### src/rtl/alu_cmd_sequencer_if.sv
// Host/datapath bundle for the ALU command sequencer.
// master = the side driving commands and datapath control (host / bench),
// slave  = the sequencer itself.
interface alu_cmd_sequencer_if;
  logic       in_valid;
  logic       in_ready;
  logic [4:0] in_cmd;
  logic [2:0] in_rep;
  logic       stall;
  logic       flush;
  logic [1:0] sa;
  logic [1:0] sb;
  logic [3:0] so;
  logic       issue_valid;
  logic       busy;
  logic [2:0] fifo_count;

  modport master (
    output in_valid, in_cmd, in_rep, stall, flush,
    input  in_ready, sa, sb, so, issue_valid, busy, fifo_count
  );

  modport slave (
    input  in_valid, in_cmd, in_rep, stall, flush,
    output in_ready, sa, sb, so, issue_valid, busy, fifo_count
  );
endinterface

### src/rtl/alu_cmd_sequencer.sv
// ALU command sequencer: queues {cmd, rep} pairs in a small FIFO and issues
// each command on the registered ALU select lines for rep+1 cycles.
// Flush and reset both park the ALU on the RESET select pattern for a cycle.
module alu_cmd_sequencer #(
  parameter int DEPTH = 4
) (
  input logic                clk,
  input logic                rst,
  alu_cmd_sequencer_if.slave bus
);

  localparam int         PW      = (DEPTH > 1) ? $clog2(DEPTH) : 1;
  localparam logic [2:0] DEPTH_C = 3'(DEPTH);

  typedef enum logic [1:0] {
    ST_FLUSH = 2'd0,
    ST_IDLE  = 2'd1,
    ST_ISSUE = 2'd2
  } state_t;

  // Packed {sa, sb, so} select pattern for a given state and current command.
  function automatic logic [7:0] sel_pattern(input state_t st, input logic [4:0] c);
    logic [7:0] p;
    case (st)
      ST_FLUSH: p = 8'b10_11_1110;
      ST_IDLE:  p = 8'b00_00_0000;
      ST_ISSUE: p = {2'b01, c[4], 1'b1, c[3:0]};
      default:  p = 8'b10_11_1110;
    endcase
    return p;
  endfunction

  // FIFO pointer advance, wrapping modulo DEPTH (DEPTH need not be a power of two).
  function automatic logic [PW-1:0] ptr_inc(input logic [PW-1:0] p);
    logic [PW-1:0] n;
    if (p == PW'(DEPTH - 1)) begin
      n = {PW{1'b0}};
    end else begin
      n = p + PW'(1);
    end
    return n;
  endfunction

  // FIFO storage: each entry is {cmd[4:0], rep[2:0]}
  logic [7:0]    mem_q [DEPTH];
  logic [PW-1:0] wr_ptr_q, wr_ptr_d;
  logic [PW-1:0] rd_ptr_q, rd_ptr_d;
  logic [2:0]    count_q, count_d;

  // Sequencer state
  state_t        state_q, state_d;
  logic [4:0]    cur_q, cur_d;
  logic [2:0]    rem_q, rem_d;

  // Registered ALU selects
  logic [1:0]    sa_q, sb_q;
  logic [3:0]    so_q;
  logic          issue_valid_q;

  logic          in_ready_s;
  logic          push_s;
  logic          pop_s;
  logic [7:0]    head_s;
  logic [7:0]    pat_s;

  assign in_ready_s = (count_q < DEPTH_C) && !bus.flush;
  assign push_s     = bus.in_valid && in_ready_s;
  assign head_s     = mem_q[rd_ptr_q];
  assign pat_s      = sel_pattern(state_d, cur_d);

  // Next-state decision: flush, then stall, then repeat, then pop, else idle.
  always_comb begin
    state_d = state_q;
    cur_d   = cur_q;
    rem_d   = rem_q;
    pop_s   = 1'b0;
    if (bus.flush) begin
      state_d = ST_FLUSH;
      rem_d   = 3'd0;
    end else if (bus.stall) begin
      state_d = state_q;
    end else if ((state_q == ST_ISSUE) && (rem_q != 3'd0)) begin
      rem_d   = rem_q - 3'd1;
      state_d = ST_ISSUE;
    end else if (count_q != 3'd0) begin
      pop_s   = 1'b1;
      cur_d   = head_s[7:3];
      rem_d   = head_s[2:0];
      state_d = ST_ISSUE;
    end else begin
      state_d = ST_IDLE;
    end
  end

  // FIFO pointer and occupancy update; flush empties the queue outright.
  always_comb begin
    wr_ptr_d = wr_ptr_q;
    rd_ptr_d = rd_ptr_q;
    count_d  = count_q;
    if (bus.flush) begin
      wr_ptr_d = {PW{1'b0}};
      rd_ptr_d = {PW{1'b0}};
      count_d  = 3'd0;
    end else begin
      if (push_s) begin
        wr_ptr_d = ptr_inc(wr_ptr_q);
      end else begin
        wr_ptr_d = wr_ptr_q;
      end
      if (pop_s) begin
        rd_ptr_d = ptr_inc(rd_ptr_q);
      end else begin
        rd_ptr_d = rd_ptr_q;
      end
      case ({push_s, pop_s})
        2'b10:   count_d = count_q + 3'd1;
        2'b01:   count_d = count_q - 3'd1;
        default: count_d = count_q;
      endcase
    end
  end

  // FIFO entry storage; only written on an accepted push.
  always_ff @(posedge clk or negedge rst) begin
    if (!rst) begin
      for (int i = 0; i < DEPTH; i++) begin
        mem_q[i] <= 8'd0;
      end
    end else if (push_s) begin
      mem_q[wr_ptr_q] <= {bus.in_cmd, bus.in_rep};
    end
  end

  // State, FIFO bookkeeping and registered select outputs.
  always_ff @(posedge clk or negedge rst) begin
    if (!rst) begin
      state_q       <= ST_FLUSH;
      cur_q         <= 5'd0;
      rem_q         <= 3'd0;
      wr_ptr_q      <= {PW{1'b0}};
      rd_ptr_q      <= {PW{1'b0}};
      count_q       <= 3'd0;
      sa_q          <= 2'b10;
      sb_q          <= 2'b11;
      so_q          <= 4'b1110;
      issue_valid_q <= 1'b0;
    end else begin
      state_q       <= state_d;
      cur_q         <= cur_d;
      rem_q         <= rem_d;
      wr_ptr_q      <= wr_ptr_d;
      rd_ptr_q      <= rd_ptr_d;
      count_q       <= count_d;
      sa_q          <= pat_s[7:6];
      sb_q          <= pat_s[5:4];
      so_q          <= pat_s[3:0];
      issue_valid_q <= (state_d == ST_ISSUE);
    end
  end

  assign bus.in_ready    = in_ready_s;
  assign bus.sa          = sa_q;
  assign bus.sb          = sb_q;
  assign bus.so          = so_q;
  assign bus.issue_valid = issue_valid_q;
  assign bus.busy        = (state_q != ST_IDLE) || (count_q != 3'd0);
  assign bus.fifo_count  = count_q;

endmodule

### src/flat_wrapper.sv
// flat-port wrapper written by rule: the top's interface ports become plain ports
module alu_cmd_sequencer_flat 
#(
  parameter int DEPTH = 4
)
  (clk, rst, bus_in_valid, bus_in_cmd, bus_in_rep, bus_stall, bus_flush, bus_in_ready, bus_sa, bus_sb, bus_so, bus_issue_valid, bus_busy, bus_fifo_count);
  alu_cmd_sequencer_if bus_i ();
  input logic clk;
  input logic rst;
  input wire logic [$bits(bus_i.in_valid)-1:0] bus_in_valid;
  input wire logic [$bits(bus_i.in_cmd)-1:0] bus_in_cmd;
  input wire logic [$bits(bus_i.in_rep)-1:0] bus_in_rep;
  input wire logic [$bits(bus_i.stall)-1:0] bus_stall;
  input wire logic [$bits(bus_i.flush)-1:0] bus_flush;
  output wire logic [$bits(bus_i.in_ready)-1:0] bus_in_ready;
  output wire logic [$bits(bus_i.sa)-1:0] bus_sa;
  output wire logic [$bits(bus_i.sb)-1:0] bus_sb;
  output wire logic [$bits(bus_i.so)-1:0] bus_so;
  output wire logic [$bits(bus_i.issue_valid)-1:0] bus_issue_valid;
  output wire logic [$bits(bus_i.busy)-1:0] bus_busy;
  output wire logic [$bits(bus_i.fifo_count)-1:0] bus_fifo_count;
  assign bus_i.in_valid = bus_in_valid;
  assign bus_i.in_cmd = bus_in_cmd;
  assign bus_i.in_rep = bus_in_rep;
  assign bus_i.stall = bus_stall;
  assign bus_i.flush = bus_flush;
  assign bus_in_ready = bus_i.in_ready;
  assign bus_sa = bus_i.sa;
  assign bus_sb = bus_i.sb;
  assign bus_so = bus_i.so;
  assign bus_issue_valid = bus_i.issue_valid;
  assign bus_busy = bus_i.busy;
  assign bus_fifo_count = bus_i.fifo_count;
  alu_cmd_sequencer #(.DEPTH(DEPTH)) u_core (.clk(clk), .rst(rst), .bus(bus_i));
endmodule
### config.mk
export PLATFORM = sky130hd
export DESIGN_NAME = alu_cmd_sequencer_flat
export DESIGN_NICKNAME = d
export VERILOG_FILES = /design/src/rtl/alu_cmd_sequencer_if.sv /design/src/rtl/alu_cmd_sequencer.sv /design/src/flat_wrapper.sv
export SDC_FILE = /design/constraint.sdc
export NUM_CORES = 1
export LEC_CHECK = 0
export ABC_AREA = 1
export CAP_MARGIN = 20
export CELL_PAD_IN_SITES_DETAIL_PLACEMENT = 1
export CELL_PAD_IN_SITES_GLOBAL_PLACEMENT = 1
export CORE_MARGIN = 1.5
export CORE_UTILIZATION = 39
export DETAILED_ROUTE_END_ITERATION = 7
export HOLD_SLACK_MARGIN = 0.05
export PLACE_DENSITY_LB_ADDON = 0.1
export SYNTH_ARGS = -nofsm -noshare
export SYNTH_HDL_FRONTEND = slang
export SYNTH_SLANG_ARGS = --single-unit
### constraint.sdc
create_clock -name clk -period 2.2 [get_ports clk]
set_clock_uncertainty 0.15 [all_clocks]
set_input_delay 0.55 -clock clk [delete_from_list [all_inputs] [get_ports clk]]
set_output_delay 0.55 -clock clk [all_outputs]
set_load 0.1 [all_outputs]
# Word level (Yosys, flattened, before mapping)
# Cells that the tools add are included.
[op_classes]
add_sub_neg = 5
order_cmp = 4
n_eq_ne = 9
muxes = 31
n_bitwise = 2
reduce_logical = 13
[op_table]
columns = ["operator", "count"]
rows = [
  ["32-bit bitwise mux", 1],
  ["8-bit two-way mux", 3],
  ["2-bit two-way mux", 10],
  ["5-bit two-way mux", 4],
  ["8-bit binary-select mux with 2-bit select", 1],
  ["8-bit demux with 2-bit select", 1],
  ["8-bit case mux with 2 select lines", 1],
  ["3-bit two-way mux", 5],
  ["3-bit nonzero test", 4],
  ["2-bit equality test, second input constant", 5],
  ["3-bit greater-or-equal comparator, second input constant", 2],
  ["2-bit NOT with 3-bit output", 2],
  ["3-bit case mux with 2 select lines", 1],
  ["3-bit by 1-bit subtractor with 3-bit output, second input constant", 2],
  ["2-bit by 1-bit adder with 2-bit output, second input constant", 2],
  ["2-bit by 1-bit equality test with 1-bit output, second input constant", 2],
  ["1-bit logical AND", 4],
  ["1-bit two-way mux", 4],
  ["2-bit by 1-bit inequality test with 1-bit output, second input constant", 2],
  ["2-bit nonzero test", 2],
  ["3-bit by 1-bit adder with 3-bit output, second input constant", 1],
  ["3-bit by 1-bit less-than comparator with 1-bit output, second input constant", 1],
  ["3-bit less-than comparator, second input constant", 1],
  ["2-bit AND reduction", 1],
  ["2 further kinds", 2],
]
[totals]
reg_bits = 58
elab_cells = 78

# Depth between registers and ports, before layout
# Gate-level depths: netlist (run 1).
[depth]
depth_word = 9
ltp_mapped = 11

# Least setup slack after synthesis (run 1)
# OpenSTA, ideal clock, no wires.
[synth_path]
path_type = "reg2reg"
startpoint = "register u_core.count_q[2] (netlist: u_core.bus.fifo_count[2])"
endpoint = "register u_core.mem_q[5] in the netlist's numbering"
setup_ns = 0.122
arrival_ns = 2.475
slack_ns = -0.546
path_stages_with_launch = 8
path_buffers = 1
synth_period_minus_slack_ns = 2.746
cell_sequence = "dfrtp_1 nor2_2 nand2_1 inv_4 nand2_2 buf_6 nand2_1 o21ai_1"
[synth_between]
elab_chain_len = 3
[synth_rtl]
columns = ["item", "line_no", "rtl"]
rows = [
  ["start, declared", "alu_cmd_sequencer.sv:48", "logic [2:0] count_q, count_d;"],
  ["start signal, assigned", "alu_cmd_sequencer.sv:153", "count_q <= count_d;"],
  ["3-bit less-than comparator", "alu_cmd_sequencer.sv:66", "assign in_ready_s = (count_q < DEPTH_C) && !bus.flush;"],
  ["1-bit logical AND", "alu_cmd_sequencer.sv:66", ""],
  ["via bus_in_ready", "flat_wrapper.sv:15", "output wire logic [$bits(bus_i.in_ready)-1:0] bus_in_ready;"],
  ["1-bit logical AND", "alu_cmd_sequencer.sv:67", "assign push_s = bus.in_valid && in_ready_s;"],
  ["end signal, assigned by index", "alu_cmd_sequencer.sv:130", "mem_q[wr_ptr_q] <= {bus.in_cmd, bus.in_rep};"],
  ["end, declared", "alu_cmd_sequencer.sv:45", "logic [7:0] mem_q [DEPTH];"],
]
# The timed path passes the listed nets, and every way through them passes these cells.
# A chain may end at the register's enable or synchronous reset.

# Final worst setup path (run 1)
[layout_path]
startpoint = "register u_core.count_q[1] (netlist: u_core.bus.fifo_count[1])"
endpoint = "output bus_busy"
[layout_between]
elab_chain_len = 2
[layout_rtl]
columns = ["item", "line_no", "rtl"]
rows = [
  ["3-bit nonzero test", "alu_cmd_sequencer.sv:166", "assign bus.busy = (state_q != ST_IDLE) || (count_q != 3'd0);"],
  ["1-bit logical OR", "alu_cmd_sequencer.sv:166", ""],
  ["end, declared", "flat_wrapper.sv:20", "output wire logic [$bits(bus_i.busy)-1:0] bus_busy;"],
]
# Every way passes these cells.

==> impl_metrics.tcl, run 1 <==
set metrics [dict create \
    routabilityCongestion 0.734 \
    stdcell_count 456 \
    fill_cells 798 \
    finalCritPeriodShare_pct 96.6 \
    crit_arrival_ns 1.43 \
    routed.top_layer "met4" \
    post-route-worst-setup-slack_ns 0.0744 \
    placedCellCount 440 \
    status "complete, no violations" \
    ys_types 30 \
    r2r_cells 11 \
    overflow 0 \
    cts_hold_buf 0 \
    period_minus_slack_ns 2.13 \
    syn_area_per_cell_sq_um 9.07 \
    final_layout_size_suffix_gt1_share_pct 23.9 \
    cts_buffers 9 \
    synth_edf_count 0 \
    post-route-cell-area_sq_um 3580 \
    ys_seq_area_share_pct 53.1 \
    cts_setup_buffers 0 \
    place_area_sq_um 3370 \
    tightest_slew_ns 0.355 \
    drt_iter0_drc 95 \
    cts_root_buf "clkbuf_8" \
    area_delta_synth_final_pct 30.5 \
    setup_viol 0 \
    endpoint "bus_busy" \
    clk_latency_ns 0.34 \
    critical_path_required_ns 1.50 \
    row_count 30 \
    finalHoldViolCount 0 \
    n_antenna_cell 0 \
    synth_area_sq_um 2750 \
    async_flop_share_pct 100 \
    wl_met3_um 148 \
    critPathSlowestCell "dfrtp_4" \
    layout.nets 379 \
    crit_type "reg -> out" \
    total_power_mw 5.46 \
    crit_fanout 2 \
    final_max_slew_viol_count 0 \
    grt_pass1_wl_um 11200 \
    dp_hpwl_um 4330 \
    fp.dieH_um 86.9 \
    regToRegSetupSlack_ns 0.20 \
    grt_usage_pct 19.6 \
    regToRegStartpoint "u_core.rem_q[0]" \
    cts_tree "built" \
    yosysWarnings 0 \
    hp-class "in -> async" \
    drt_first_pass_iters 4 \
    vdd_ir_drop_max_mv 0.522 \
    port_buffers 26 \
    vias 2176 \
    fmax_mhz 470 \
    rr_endpoint "u_core.bus.fifo_count[2]" \
    grt_pass1_vias 2258 \
    rsz0062_at_grt "no" \
    maxCapViolCount 0 \
    dp_slack_ns -0.185 \
    ant_nets 0 \
    cp-start-kind "register" \
    antenna_found_initial 0 \
    end_kind "output pin" \
    start_util_pct 40.4 \
    synthFlopType "dfrtp_1" \
    drcViolationCount 0 \
    synth_nets 327 \
    wl_met2_um 3100 \
    ios 27 \
    critPathMaxStageDelay_ns 0.48 \
    ys_seq_elements 58 \
    wl_per_cell_um 14.0 \
    path_clk_slew_ns 0.07 \
    pwr_density_cell_nw_per_um2 1520 \
    synth_cells 303 \
    die_x_um 86.9 \
    wl_met1_um 3040 \
    dieArea_sq_um 7560 \
    clockBufferDepth 2 \
    core-area_sq_um 6790 \
    crit_path_cell_trace "nor2_2 > nand2_2 > inv_2 > nand3_2 > buf_12" \
    cts_htree_levels 3 \
    cts_num_sinks 58 \
    relSlewSlack_pct 76.2 \
    worstSetupStartpoint "u_core.bus.fifo_count[1]" \
    wl_um 6400 \
    vias_per_cell 4.77 \
    grt_start_max_net_pins 59 \
    leakage_nw 1.77 \
]
==> synth_stat cells, drive strengths merged, types with 2 or more instances <==
master | n | share of area (%)
nand2 | 90 | 14
nand4 | 2 | 1.0
a21oi | 11 | 2.4
o21a | 4 | 1.1
dfstp | 6 | 5.7
buf | 8 | 3.1
ha | 10 | 4.6
o21ai | 50 | 9.1
inv | 33 | 4.7
nor2 | 18 | 2.6
dfrtp | 52 | 47
nand3 | 7 | 1.3
o22ai | 4 | 0.91
==> worst max-delay path: cells and delay by family, from the launching register on <==
family	cells	cell delay [ns]
and+or+nand+nor	3	0.33
buffers and inverters	2	0.27
DFF	1	0.48
==> registers in the layout, indices dropped and copies added (netlist names) <==
name                    cells
u_core.mem_q               32
u_core.cur_q                5
u_core.bus.so               4
u_core.bus.fifo_count       3
u_core.rem_q                3
u_core.bus.sa               2
u_core.bus.sb               2
u_core.rd_ptr_q             2
u_core.state_q              2
u_core.wr_ptr_q             2
u_core.bus.issue_valid      1
==> routing by layer <==
layer,track usage [%],vias to the layer above
li1,-,1082
met1,26.2,1054
met2,31.1,30
met3,3.22,10
met4,8.80,0
met5,0,-
==> kinds of logic after synthesis <==
logic type / synth area share, %
compound gates: 14.4
xor+xnor: 0.319
fa+ha+maj: 5.28
buf+inv: 7.74
flops: 53.1
simple gates: 19.2
==> stage by stage <==
stage / hold WS [ns] / setup TNS (ns) / util [%]
after floorplan: 0.104 / 0 / -
after global placement: 0.312 / -1.66 / 49.5
after detailed placement: 0.318 / -2.32 / 49.5
after CTS: 0.0581 / 0 / 52.5
after global routing: 0.0646 / 0 / 52.8
final: 0.0433 / 0 / 52.8
==> worst min-delay path by stage <==
stage / from / endpoint / slack (ns) / cells past startpoint
after global placement: u_core.mem_q[15] / u_core.mem_q[15] / 0.31 / 2
after floorplan: rst / u_core.bus.issue_valid / 0.10 / 0
after CTS: rst / u_core.bus.fifo_count[2] / 0.06 / 2
after detailed placement: u_core.rem_q[1] / u_core.rem_q[1] / 0.32 / 2
final: rst / u_core.bus.fifo_count[2] / 0.04 / 2
after global routing: rst / u_core.bus.fifo_count[2] / 0.06 / 2
==> power breakdown <==
| part | leakage, nW | internal (mW) | switching, mW |
|---|---|---|---|
| Clock | 0.0986 | 0.583 | 0.441 |
| Sequential | 0.725 | 1.55 | 0.273 |
| Combinational | 0.942 | 0.972 | 1.64 |
==> area by class of cell <==
class / count / area, sq um / area share [%]
Multi-Input combinational cell: 204 / 1110 / 30.9
Timing Repair Buffer: 49 / 554 / 15.5
Tap cell: 96 / 120 / 3.35
Sequential cell: 58 / 1470 / 41.0
Clock inverter: 4 / 50.0 / 1.40
Inverter: 33 / 129 / 3.60
Clock buffer: 12 / 155 / 4.33
==> cells in the final DEF (no fill, tap or decap), types with 6 or more instances in the layout <==
master           instances
buf_4                   24
nor2_1                  15
dfrtp_1                 49
clkdlybuf4s50_1         10
inv_1                   27
a21oi_1                  8
buf_12                  13
nand3_1                  6
ha_1                     9
clkbuf_8                11
o21ai_0                 39
dfstp_2                  6
o21ai_1                 11
nand2_1                 83
==> timing repair <==
| item | 4_1_cts | 5_1_grt |
|---|---|---|
| setup endpoints to repair | 1 | 6 |
| pin swaps | 0 | 1 |
| gates cloned | 0 | 0 |
| resized for setup | 1 | 6 |
No activity file was read; power rests on OpenSTA's default activity.
==> inputs of run 2 (changes only) <==
ABC_CLOCK_PERIOD_IN_PS = 2200   (was default)
CELL_PAD_IN_SITES_DETAIL_PLACEMENT = default   (was 1)
CELL_PAD_IN_SITES_GLOBAL_PLACEMENT = default   (was 1)
CORE_UTILIZATION = 51   (was 39)
PLACE_DENSITY = 0.75   (was default)
PLACE_DENSITY_LB_ADDON = default   (was 0.1)
==> run 2 against run 1 <==
- final area is 2.5% lower
- clock power is 18% lower
- sequential power hardly changed
- count of clock-buffer cells in the layout is 2 higher
- utilization is 15 points higher
- critical path type unchanged
- critical endpoint unchanged
- largest power group unchanged
==> impl_metrics.tcl, run 2 (same netlist as run 1, synthesis figures left out) <==
set metrics [dict create \
    relSlewSlack_pct 74.2 \
    end_kind "output pin" \
    final_layout_size_suffix_gt1_share_pct 23.1 \
    area_delta_synth_final_pct 27.1 \
    critical_path_required_ns 1.50 \
    fill_cells 425 \
    grt_pass1_vias 2129 \
    final_common_cell "nand2_1" \
    status "complete, no violations" \
    layout.nets 379 \
    cts_tree "built" \
    setup_viol 0 \
    ant_nets 0 \
    regArea_sq_um 1470 \
    grt_usage_pct 21.1 \
    timing.critical_path.buf_inv 2 \
    post-route-worst-setup-slack_ns 0.0731 \
    grt_start_max_net_pins 59 \
    wl_um 5330 \
    clk_latency_ns 0.33 \
    leakage_nw 1.75 \
    tightest_slew_ns 0.387 \
    fp.dieH_um 76.4 \
    critPathTopFamily "flip-flops" \
    placedCellCount 414 \
    vias_per_cell 5.01 \
    cts_buffers 9 \
    maxCapViolCount 0 \
    drcViolationCount 0 \
    dieArea_sq_um 5840 \
    ios 27 \
    critPathMaxStageDelay_ns 0.47 \
    n_antenna_cell 0 \
    crit_fanout 2 \
    drt_first_pass_iters 4 \
    cts_hold_buf 0 \
    grt_pass1_wl_um 9650 \
    crit_path_cell_trace "nor2_2 > nand2_2 > inv_1 > nand3_2 > buf_12" \
    die_x_um 76.4 \
    multi_input_area_sq_um 1100 \
    antenna_found_initial 0 \
    final_core_util_pct 68.0 \
    tns_ns 0 \
    stdcell_count 430 \
    rr_endpoint "u_core.bus.so[2]" \
    crit_type "reg -> out" \
    cp-start-kind "register" \
    drt_iter0_drc 107 \
    core-area_sq_um 5140 \
    pwr_density_cell_nw_per_um2 1490 \
    whs_ns 0.0521 \
    fmax_mhz 470 \
    dp_hpwl_um 3660 \
    place_area_sq_um 3320 \
    total_power_mw 5.19 \
    finalCritPeriodShare_pct 96.7 \
    cts_num_sinks 58 \
    path_clk_slew_ns 0.06 \
    overflow 0 \
    cts_root_buf "clkbuf_8" \
    period_minus_slack_ns 2.13 \
    port_buffers 26 \
    crit_arrival_ns 1.43 \
    start_util_pct 53.5 \
    clockBufferDepth 2 \
    finalHoldViolCount 0 \
    regToRegStartpoint "u_core.rem_q[0]" \
    regToRegSetupSlack_ns 0.12 \
    cts_setup_buffers 0 \
    cts_htree_levels 3 \
    vdd_ir_drop_max_mv 0.747 \
    wl_per_cell_um 12.4 \
    critPathSlowestCell "dfrtp_4" \
    row_count 26 \
    final_max_slew_viol_count 0 \
    largest_register "u_core.mem_q" \
    rsz0062_at_grt "no" \
    vias 2155 \
    hp-class "in -> async" \
    post-route-cell-area_sq_um 3490 \
    largest_reg_flops 32 \
    dp_slack_ns -0.254 \
    r2r_cells 11 \
    routabilityCongestion 0.830 \
    final_cell_mix "nand2_1, dfrtp_1, o21ai_0" \
    worstSetupStartpoint "u_core.bus.fifo_count[1]" \
]
==> run 2: cell types whose count changed in the layout (fill, tap and decap cells not counted), sizes merged <==
| cell | before | now |
|---|---|---|
| clkbuf | 12 | 14 |
| bufinv | 1 | 0 |
| clkinvlp | 2 | 1 |
==> run 2: report_power, final <==
| group | switching (mW) | internal, mW | total, mW |
|---|---|---|---|
| sequential | 0.272 | 1.55 | 1.82 |
| combinational | 1.59 | 0.944 | 2.53 |
| clock | 0.397 | 0.439 | 0.836 |
| total | 2.26 | 2.93 | 5.19 |
==> run 2: cell type report <==
| class | count | area share (%) |
|---|---|---|
| clock buffers | 14 | 4.37 |
| well taps | 70 | 2.51 |
| flip-flops and latches | 58 | 42.1 |
| inverters | 33 | 3.69 |
| multi-input cells | 204 | 31.5 |
| repair buffers | 49 | 15.5 |
| clock inverters | 2 | 0.358 |
==> run 2: timing repair <==
item	CTS	global route
gates cloned	0	0
pin swaps	0	0
gates resized for setup	1	4
setup endpoints to repair	1	5
==> run 2: how the worst max path moves through the flow <==
| stage | end | slack, ns | cells past startpoint |
|---|---|---|---|
| after floorplan | u_core.bus.sb[1] | 0.02 | 9 |
| after global placement | u_core.bus.so[3] | -0.16 | 7 |
| after detailed placement | u_core.bus.sb[1] | -0.25 | 7 |
| after CTS | u_core.bus.sb[1] | 0.03 | 10 |
| after global routing | u_core.bus.fifo_count[2] | 0.004 | 11 |
| final | bus_busy | 0.07 | 5 |
==> run 2: layer usage <==
layer | vias to the layer above | track usage, % | part of all wire [%]
met3 | 5 | 6.47 | 4.1
met2 | 45 | 34.0 | 49
met4 | 0 | 6.85 | 0.84
met1 | 1022 | 27.1 | 46
met5 | - | 0 | 0
li1 | 1083 | - | -
